`src/rtl/div_pkg.sv`:
```
// Shared definitions for the divider result BCD converter: state encoding,
// default sizing, the double-dabble add-3 threshold and 7-segment decode.
package div_pkg;

    typedef enum logic [1:0] {
        IDLE    = 2'd0,
        CONVERT = 2'd1,
        HOLD    = 2'd2
    } state_e;

    localparam int DEF_WIDTH  = 4;
    localparam int DEF_DIGITS = 2;

    // Digits at or above this value get +3 before each shift.
    localparam logic [3:0] ADD3_THRESH = 4'd5;

    // Segment pattern for 'E' (bits g..a), shown on every digit for an error.
    localparam logic [6:0] SEG_E = 7'b1111001;

    // Active-high segments, bit 0 = a ... bit 6 = g; non-decimal codes blank.
    function automatic logic [6:0] seg7_digit(input logic [3:0] digit);
        logic [6:0] seg;
        case (digit)
            4'd0:    seg = 7'h3F;
            4'd1:    seg = 7'h06;
            4'd2:    seg = 7'h5B;
            4'd3:    seg = 7'h4F;
            4'd4:    seg = 7'h66;
            4'd5:    seg = 7'h6D;
            4'd6:    seg = 7'h7D;
            4'd7:    seg = 7'h07;
            4'd8:    seg = 7'h7F;
            4'd9:    seg = 7'h6F;
            default: seg = 7'h00;
        endcase
        return seg;
    endfunction

endpackage

```
`src/rtl/bcd_digit_adj.sv`:
```
// One double-dabble correction cell: a BCD digit of 5 or more gets +3 so the
// following left shift carries correctly into the next decimal digit.
module bcd_digit_adj
    import div_pkg::*;
(
    input  logic [3:0] digit_i,
    output logic [3:0] digit_o
);

    assign digit_o = (digit_i >= ADD3_THRESH) ? (digit_i + 4'd3) : digit_i;

endmodule

```
`src/rtl/div_result_bcd.sv`:
```
// Captures a divider result (or divide-by-zero report), converts quotient and
// remainder to packed BCD with a sequential shift-add-3 engine and holds the
// result on a valid/ready interface. Completions arriving while a conversion
// or an unaccepted result is pending are dropped and flagged in overrun.
// Optional macro DIV_RESULT_BCD_SEG_EN adds registered 7-segment outputs.
module div_result_bcd
    import div_pkg::*;
#(
    parameter int WIDTH  = DEF_WIDTH,
    parameter int DIGITS = DEF_DIGITS
) (
    input  logic                  clk,
    input  logic                  rst,
    input  logic                  done,
    input  logic                  error,
    input  logic [WIDTH-1:0]      quotient,
    input  logic [WIDTH-1:0]      remainder,
    input  logic                  out_ready,
    output logic                  out_valid,
    output logic [4*DIGITS-1:0]   q_bcd,
    output logic [4*DIGITS-1:0]   r_bcd,
    output logic                  err_flag,
    output logic                  busy,
    output logic                  overrun
`ifdef DIV_RESULT_BCD_SEG_EN
    ,
    output logic [7*DIGITS-1:0]   q_seg,
    output logic [7*DIGITS-1:0]   r_seg
`endif
);

    localparam int BW = 4 * DIGITS;
    localparam int SW = BW + WIDTH;
    localparam int CW = $clog2(WIDTH) + 1;
    localparam logic [CW-1:0] LAST_CNT = CW'(WIDTH - 1);

    state_e          state_q, state_d;
    logic            done_dly_q, error_dly_q;
    logic            trig_s;
    logic            capture_s;
    logic [WIDTH-1:0] q_bin_q, q_bin_d, r_bin_q, r_bin_d;
    logic [BW-1:0]   q_acc_q, q_acc_d, r_acc_q, r_acc_d;
    logic [BW-1:0]   q_adj_s, r_adj_s;
    logic [SW-1:0]   q_shift_s, r_shift_s;
    logic [CW-1:0]   count_q, count_d;
    logic [BW-1:0]   q_bcd_q, q_bcd_d, r_bcd_q, r_bcd_d;
    logic            err_q, err_d;
    logic            overrun_q, overrun_d;
    logic            valid_q, busy_q;

    // A completion counts once, on the first cycle either level is seen high.
    assign trig_s = (done | error) & ~(done_dly_q | error_dly_q);

    genvar g;
    generate
        for (g = 0; g < DIGITS; g++) begin : g_adj
            bcd_digit_adj u_q_adj (
                .digit_i (q_acc_q[4*g +: 4]),
                .digit_o (q_adj_s[4*g +: 4])
            );
            bcd_digit_adj u_r_adj (
                .digit_i (r_acc_q[4*g +: 4]),
                .digit_o (r_adj_s[4*g +: 4])
            );
        end
    endgenerate

    // One double-dabble step: corrected digits and binary shift left together.
    assign q_shift_s = {q_adj_s, q_bin_q} << 1;
    assign r_shift_s = {r_adj_s, r_bin_q} << 1;

    // Next-state logic: conversion stepping, handshake and capture decisions.
    always_comb begin
        state_d   = state_q;
        q_bin_d   = q_bin_q;
        r_bin_d   = r_bin_q;
        q_acc_d   = q_acc_q;
        r_acc_d   = r_acc_q;
        count_d   = count_q;
        q_bcd_d   = q_bcd_q;
        r_bcd_d   = r_bcd_q;
        err_d     = err_q;
        overrun_d = overrun_q;
        capture_s = 1'b0;

        case (state_q)
            IDLE: begin
                if (trig_s) begin
                    capture_s = 1'b1;
                end else begin
                    state_d = IDLE;
                end
            end
            CONVERT: begin
                q_bin_d = q_shift_s[WIDTH-1:0];
                r_bin_d = r_shift_s[WIDTH-1:0];
                q_acc_d = q_shift_s[SW-1:WIDTH];
                r_acc_d = r_shift_s[SW-1:WIDTH];
                count_d = count_q + CW'(1);
                if (count_q == LAST_CNT) begin
                    state_d = HOLD;
                    q_bcd_d = q_shift_s[SW-1:WIDTH];
                    r_bcd_d = r_shift_s[SW-1:WIDTH];
                    err_d   = 1'b0;
                end else begin
                    state_d = CONVERT;
                end
                if (trig_s) begin
                    overrun_d = 1'b1;
                end else begin
                    overrun_d = overrun_q;
                end
            end
            HOLD: begin
                if (out_ready) begin
                    // Transfer; a simultaneous new completion is taken without a bubble.
                    if (trig_s) begin
                        capture_s = 1'b1;
                    end else begin
                        state_d = IDLE;
                    end
                end else if (trig_s) begin
                    overrun_d = 1'b1;
                end else begin
                    state_d = HOLD;
                end
            end
            default: begin
                state_d = IDLE;
            end
        endcase

        if (capture_s) begin
            if (error) begin
                state_d = HOLD;
                err_d   = 1'b1;
                q_bcd_d = '0;
                r_bcd_d = '0;
            end else begin
                state_d = CONVERT;
                q_bin_d = quotient;
                r_bin_d = remainder;
                q_acc_d = '0;
                r_acc_d = '0;
                count_d = '0;
            end
        end else begin
            count_d = count_d;
        end
    end

    // State, datapath and registered outputs; reset overrides everything.
    always_ff @(posedge clk) begin
        if (rst) begin
            state_q     <= IDLE;
            done_dly_q  <= 1'b0;
            error_dly_q <= 1'b0;
            q_bin_q     <= '0;
            r_bin_q     <= '0;
            q_acc_q     <= '0;
            r_acc_q     <= '0;
            count_q     <= '0;
            q_bcd_q     <= '0;
            r_bcd_q     <= '0;
            err_q       <= 1'b0;
            overrun_q   <= 1'b0;
            valid_q     <= 1'b0;
            busy_q      <= 1'b0;
        end else begin
            state_q     <= state_d;
            done_dly_q  <= done;
            error_dly_q <= error;
            q_bin_q     <= q_bin_d;
            r_bin_q     <= r_bin_d;
            q_acc_q     <= q_acc_d;
            r_acc_q     <= r_acc_d;
            count_q     <= count_d;
            q_bcd_q     <= q_bcd_d;
            r_bcd_q     <= r_bcd_d;
            err_q       <= err_d;
            overrun_q   <= overrun_d;
            valid_q     <= (state_d == HOLD);
            busy_q      <= (state_d != IDLE);
        end
    end

    assign out_valid = valid_q;
    assign q_bcd     = q_bcd_q;
    assign r_bcd     = r_bcd_q;
    assign err_flag  = err_q;
    assign busy      = busy_q;
    assign overrun   = overrun_q;

`ifdef DIV_RESULT_BCD_SEG_EN
    logic [7*DIGITS-1:0] q_seg_q, q_seg_d, r_seg_q, r_seg_d;

    // Segment decode of the next BCD value, or 'E' on every digit for errors.
    always_comb begin
        q_seg_d = '0;
        r_seg_d = '0;
        for (int i = 0; i < DIGITS; i++) begin
            if (err_d) begin
                q_seg_d[7*i +: 7] = SEG_E;
                r_seg_d[7*i +: 7] = SEG_E;
            end else begin
                q_seg_d[7*i +: 7] = seg7_digit(q_bcd_d[4*i +: 4]);
                r_seg_d[7*i +: 7] = seg7_digit(r_bcd_d[4*i +: 4]);
            end
        end
    end

    // Segment registers track the BCD registers cycle for cycle.
    always_ff @(posedge clk) begin
        if (rst) begin
            q_seg_q <= '0;
            r_seg_q <= '0;
        end else begin
            q_seg_q <= q_seg_d;
            r_seg_q <= r_seg_d;
        end
    end

    assign q_seg = q_seg_q;
    assign r_seg = r_seg_q;
`endif

endmodule

```
`config.mk`:
```
export PLATFORM = sky130hd
export DESIGN_NAME = div_result_bcd
export DESIGN_NICKNAME = d
export VERILOG_FILES = /design/src/rtl/div_pkg.sv /design/src/rtl/bcd_digit_adj.sv /design/src/rtl/div_result_bcd.sv
export SDC_FILE = /design/constraint.sdc
export NUM_CORES = 1
export LEC_CHECK = 0
export CELL_PAD_IN_SITES_DETAIL_PLACEMENT = 1
export CELL_PAD_IN_SITES_GLOBAL_PLACEMENT = 1
export CORE_MARGIN = 8
export CORE_UTILIZATION = 44
export CTS_CLUSTER_DIAMETER = 60
export DETAILED_ROUTE_END_ITERATION = 7
export PLACE_DENSITY = 0.82
export SYNTH_ARGS = -nofsm -noshare
export SYNTH_HDL_FRONTEND = slang
export SYNTH_SLANG_ARGS = --single-unit
export TNS_END_PERCENT = 50
```
`constraint.sdc`:
```
create_clock -name clk -period 4.01 [get_ports clk]
set_input_delay 1.203 -clock clk [delete_from_list [all_inputs] [get_ports clk]]
set_output_delay 1.203 -clock clk [all_outputs]
set_load 0.05 [all_outputs]
```
; Word level (Yosys, flattened, before mapping)
; Index checks and enable logic that the tools add are counted.
[totals]
reg_bits = 51
[classes]
add_sub_neg = 5
n_lt_le_gt_ge = 4
n_eq_ne = 5
muxes = 44
bitwise = 4
n_reduce_logical = 4
[op_table]
columns = operator, count
row1 = two-way mux 8 bit, 14
row2 = two-way mux 4 bit, 8
row3 = greater-or-equal comparator 4 x 3 -> 1 bit (second input constant), 4
row4 = two-way mux 3 bit, 5
row5 = two-way mux 2 bit, 6
row6 = adder 4 x 2 -> 4 bit (second input constant), 2
row7 = two-way mux 1 bit, 8
row8 = adder 3 x 2 -> 3 bit (second input constant), 2
row9 = one-hot mux 2 bit (3 select lines), 1
row10 = == test 2 bit (second input constant), 2
row11 = one-hot mux 1 bit (2 select lines), 2
row12 = nonzero test 2 bit, 2
row13 = adder 3 x 1 -> 3 bit (second input constant), 1
row14 = == test 3 x 2 -> 1 bit (second input constant), 1
row15 = == test 2 x 1 -> 1 bit (second input constant), 1
row16 = logical NOT 2 bit, 1
row17 = != test 2 bit (second input constant), 1
row18 = bitwise OR 1 bit, 2
row19 = AND reduction 2 bit, 1
row20 = AND 1 bit, 1
row21 = NOT 1 bit, 1

; Depth between registers and ports, before layout
[logic_depth]
ltp_word = 8
mapped_depth = 6

; Cells and area by module
; A second synthesis with hierarchy kept.
[hier_totals]
cells_unflattened = 291
hier_area_um2 = 2356.0
[by_module_without_submodules]
columns = mod, n_inst, cells_each, area_each_um2, seq_area_each_um2
row1 = div_result_bcd, 1, 227, 1950.6, 1021.0
row2 = bcd_digit_adj, 4, 16, 101.3, 0.0

; Worst setup path before layout
; Ideal clock, no wire load.
[synth_timing]
kind = input -> register
start = input port error
end = register q_acc_q[6]
setup_time_ns = 0.137
arrival_ns = 2.484
required_time_ns = 3.873
slack_ns = 1.389
stages = 6
path_buffers = 2
cell_sequence = or4b_1 or3_1 buf_6 nand2b_2 buf_4 a211oi_1
[synth_via]
elab_chain_cells = 6
word_cells_on_any_way = 7
cone_classes = 5 x mux / 2 x bitwise
[synth_lines]
columns = element, line
row1 = from (decl), div_result_bcd.sv:15  ; input logic error,
row2 = bitwise OR 1 bit, div_result_bcd.sv:52  ; assign trig_s = (done | error) & ~(done_dly_q | error_dly_q);
row3 = AND 1 bit, div_result_bcd.sv:52
row4 = two-way mux 1 bit, "div_result_bcd.sv:88, div_result_bcd.sv:117"
row5 = two-way mux 1 bit, div_result_bcd.sv:115  ; if (out_ready) begin
row6 = one-hot mux 1 bit (2 select lines), div_result_bcd.sv:86  ; case (state_q)
row7 = two-way mux 8 bit (*), div_result_bcd.sv:133  ; if (capture_s) begin
row8 = to (signal assigned), div_result_bcd.sv:175  ; q_acc_q <= q_acc_d;
row9 = to (decl), div_result_bcd.sv:42  ; logic [BW-1:0] q_acc_q, q_acc_d, r_acc_q, r_acc_d;
; Mark *: on every way between the ends. The rest lies on a longest branch, timed or not.
; A chain may end at the register's enable or synchronous reset.

; Worst setup path in the final report
[layout_timing]
start = input port error
end = register count_q[2]
[layout_via]
elab_chain_cells = 6
word_cells_on_any_way = 7
cone_classes = 5 x mux / 2 x bitwise
[layout_lines]
columns = element, line
row1 = bitwise OR 1 bit, div_result_bcd.sv:52
row2 = AND 1 bit, div_result_bcd.sv:52
row3 = two-way mux 1 bit, "div_result_bcd.sv:88, div_result_bcd.sv:117"
row4 = two-way mux 1 bit, div_result_bcd.sv:115
row5 = one-hot mux 1 bit (2 select lines), div_result_bcd.sv:86
row6 = two-way mux 3 bit (*), div_result_bcd.sv:133
row7 = to (signal assigned), div_result_bcd.sv:177  ; count_q <= count_d;
row8 = to (decl), div_result_bcd.sv:45  ; logic [CW-1:0] count_q, count_d;
; Marked as above.

==> results.json <==
{
  "wl_met1_mm": 2.70,
  "dr.pass1.iters": 4,
  "synth_top_area_share_pct": 43.9,
  "yosysTopAreaCell": "dfxtp_1",
  "worst_slew_pin_slew_ps": 894,
  "die_area_sq_um": 7870,
  "place.gp.congestion": 0.745,
  "route.vias.total": 1982,
  "vias_per_cell": 5.40,
  "wl_per_cell_um": 15.8,
  "path_clk_slew_ps": 90,
  "finalHoldViolations": 0,
  "hpwl_mm": 4.13,
  "p_per_area_nw_per_um2": 377,
  "grt_overflow": 0,
  "grt_pass1_vias": 2097,
  "clockBufferDepth": 2,
  "wirelength_mm": 5.80,
  "postRouteAntennaNets": 0,
  "clock.fmax_mhz": 319,
  "htreeDepth": 2,
  "grt_max_degree": 30,
  "synth_top_family_by_area": "simple AND/OR/NAND/NOR gates",
  "fin_worst_skew_ps": 12.5,
  "postCtsSetupBuffers": 0,
  "cts_tree": "built",
  "ir_worst_vdd_mv": 0.166,
  "cpPeakStageDelay_ps": 640,
  "leakage_nw": 0.935,
  "drive_gt1_share_pct": 8.42,
  "critPathKind": "primary input to flip-flop",
  "wl_met3_um": 223,
  "die_w_um": 88.7,
  "ys_ff_latch": 51,
  "synth_nets": 291,
  "fp.dieH_um": 88.7,
  "synth_edf_count": 0,
  "crit_chain": "clkdlybuf4s50_1 -> or4b_1 -> or3_1 -> nand2b_2 -> a211oi_1",
  "ctsResizeCount": 0,
  "highest_layer": "met4",
  "setup_violations": 0,
  "ios": 33,
  "max-cap-violations": 0,
  "grt_pass1_wl_mm": 9.89,
  "grt_use_total_pct": 16.2,
  "slew_violations": 0,
  "clk-insertion-delay-late_ps": 310,
  "synth-simple-area-share_pct": 21.6,
  "clockRootBuffer": "clkbuf_8",
  "fillers": 624,
  "arrival_ps": 3320,
  "start_util_pct": 45.6,
  "rsz0062_at_grt": "false",
  "yosys_warnings": 0,
  "synthesis.area_sq_um": 2330,
  "post-route-drc-count": 0,
  "synth_xor_area_share_pct": 1.13,
  "final_cell_count_no_fill": 367,
  "tns_ps": 0,
  "synth-adder-area-share_pct": 5.38,
  "synth_cell_type_count": 35,
  "critPathSlowestCell": "or3_1",
  "wl_met2_mm": 2.78,
  "slew_headroom_pct": 40.4,
  "drtIter0Drc": 88,
  "post-place-cells": 359,
  "cts.hold.buffers_added": 0,
  "critical_path.endpoint_type": "flip-flop",
  "n_antenna_cell": 0,
  "ys.flop_type": "dfxtp_1",
  "synth_seq_area_share_pct": 43.9,
  "synth_compound_area_share_pct": 20.9,
  "cts_num_sinks": 51,
  "cts_buffers": 5,
  "core_sq_um": 5110,
  "fin_crit_sh_pct": 78.1,
  "synthArstFlopShare_pct": 0,
  "synth.mux.area_fraction_pct": 1.94,
  "syn_inst": 268,
  "synth.avg_cell_area_sq_um": 8.68,
  "port_buffers": 32,
  "fin_util_pct": 55.2,
  "num_rows": 26,
  "critPathMaxFanout": 19,
  "syn_to_final_growth_pct": 21.2,
  "yosys-top-cells-area": "dfxtp_1, a21oi_1, ha_1",
  "period_needed_ps": 3130,
  "status": "finished, final reports clean",
  "nNetsFinal": 319,
  "crit_required_ps": 4190,
  "hold_class": "flip-flop to flip-flop",
  "antenna_found_initial": 0,
  "cp-start-kind": "primary input"
}
-- cells by family (layout without fill, tap and decap cells) --
group,Yosys count,in the layout
xor gates and xnor gates,3,3
muxes,4,4
and+or+nand+nor,103,103
buffers and inverters,26,55
adders and majority gates,10,10
DFF,51,51
AOI/OAI and AO/OA,71,71
-- metal layers --
layer  vias to the layer above  track usage (%)
li1                        992                -
met1                       944             19.2
met2                        35             27.4
met3                        11             3.62
met4                         0             6.30
met5                         -                0
-- path summary, 6_finish.rpt --
path | from | to | slack (ps) | cells past startpoint
worst max-delay path | error | count_q[2] | 880 | 5
worst max register to register | state_q[0] | q_bcd[2] | 1630 | 5
worst min-delay path | q_acc_q[5] | q_acc_q[5] | 460 | 2
worst min register to register | q_acc_q[5] | q_acc_q[5] | 460 | 2
-- cells in the final DEF (no fill, tap or decap), types with 2 or more instances in the layout --
cell type        count
a2111oi_0            6
a221oi_1             2
or4_1                2
clkbuf_8             5
clkdlybuf4s50_1     32
nand3_1              2
nand2b_1             8
inv_1               10
nor2b_1              6
nand4b_1             3
nor2_1              33
xnor2_1              3
or3_1                2
nor3_1               2
a311oi_2             6
bufinv_16            2
buf_4                5
a211oi_1            13
nor3b_1              3
dfxtp_1             51
and2_1               5
mux2_2               4
nand2_1             31
ha_1                10
a21oi_1             27
or2_2                2
o21ai_0             14
-- Yosys cell counts, drive strengths merged (2+ instances only) --
cell,count
nand4b,3
and2,5
nand2,31
xnor2,3
or2,3
clkbuf,8
a221oi,2
dfxtp,51
a211oi,13
or3,2
nor3b,3
inv,10
nor2,33
a21oi,27
nand2b,9
mux2,4
or4,2
nand3,2
nor3,2
a311oi,6
a2111oi,6
buf,8
nor2b,6
ha,10
o21ai,14
-- final cells by class --
class	instances	area [sq um]	area share [%]
Timing Repair Buffer	37	358	12.7
Clock inverter	2	60.1	2.13
Inverter	10	37.5	1.33
Clock buffer	6	72.6	2.57
Sequential cell	51	1020	36.2
Tap cell	70	87.6	3.10
Multi-Input combinational cell	191	1180	42.0
-- power breakdown --
| group | switching (mW) | total [mW] | internal [mW] | leakage (nW) |
|---|---|---|---|---|
| combinational | 0.0647 | 0.107 | 0.0427 | 0.456 |
| clock | 0.173 | 0.423 | 0.250 | 0.0654 |
| sequential | 0.0115 | 0.533 | 0.521 | 0.414 |
-- sequential cells by signal, summed over array words and instances, names as in the netlist --
register and flops:
state_q 2, count_q 3, out_valid 1, err_flag 1, q_bin_q 4, r_bcd 8, done_dly_q 1, q_bcd 8
q_acc_q 8, r_bin_q 4, busy 1, error_dly_q 1, overrun 1, r_acc_q 8
-- critical path: cells and delay by family --
kind,cells,cell delay [ps]
AO/OA/AOI/OAI,1,100
AND/OR/NAND/NOR,3,1560
buffers and inverters,1,450
-- metrics by stage --
stage / hold WS [ps] / instance area (sq um) / power (mW) / setup WS (ps)
global placement: 434 / 2690 / 0.648 / 586
CTS: 458 / 2820 / 1.07 / 870
global route: 492 / 2820 / 1.10 / 769
finish: 460 / 2820 / 1.06 / 876
detailed placement: 446 / 2690 / 0.652 / 550
floorplan: 431 / 2330 / 0.614 / 1390
Note: power is estimated with default switching activity, not from simulation.
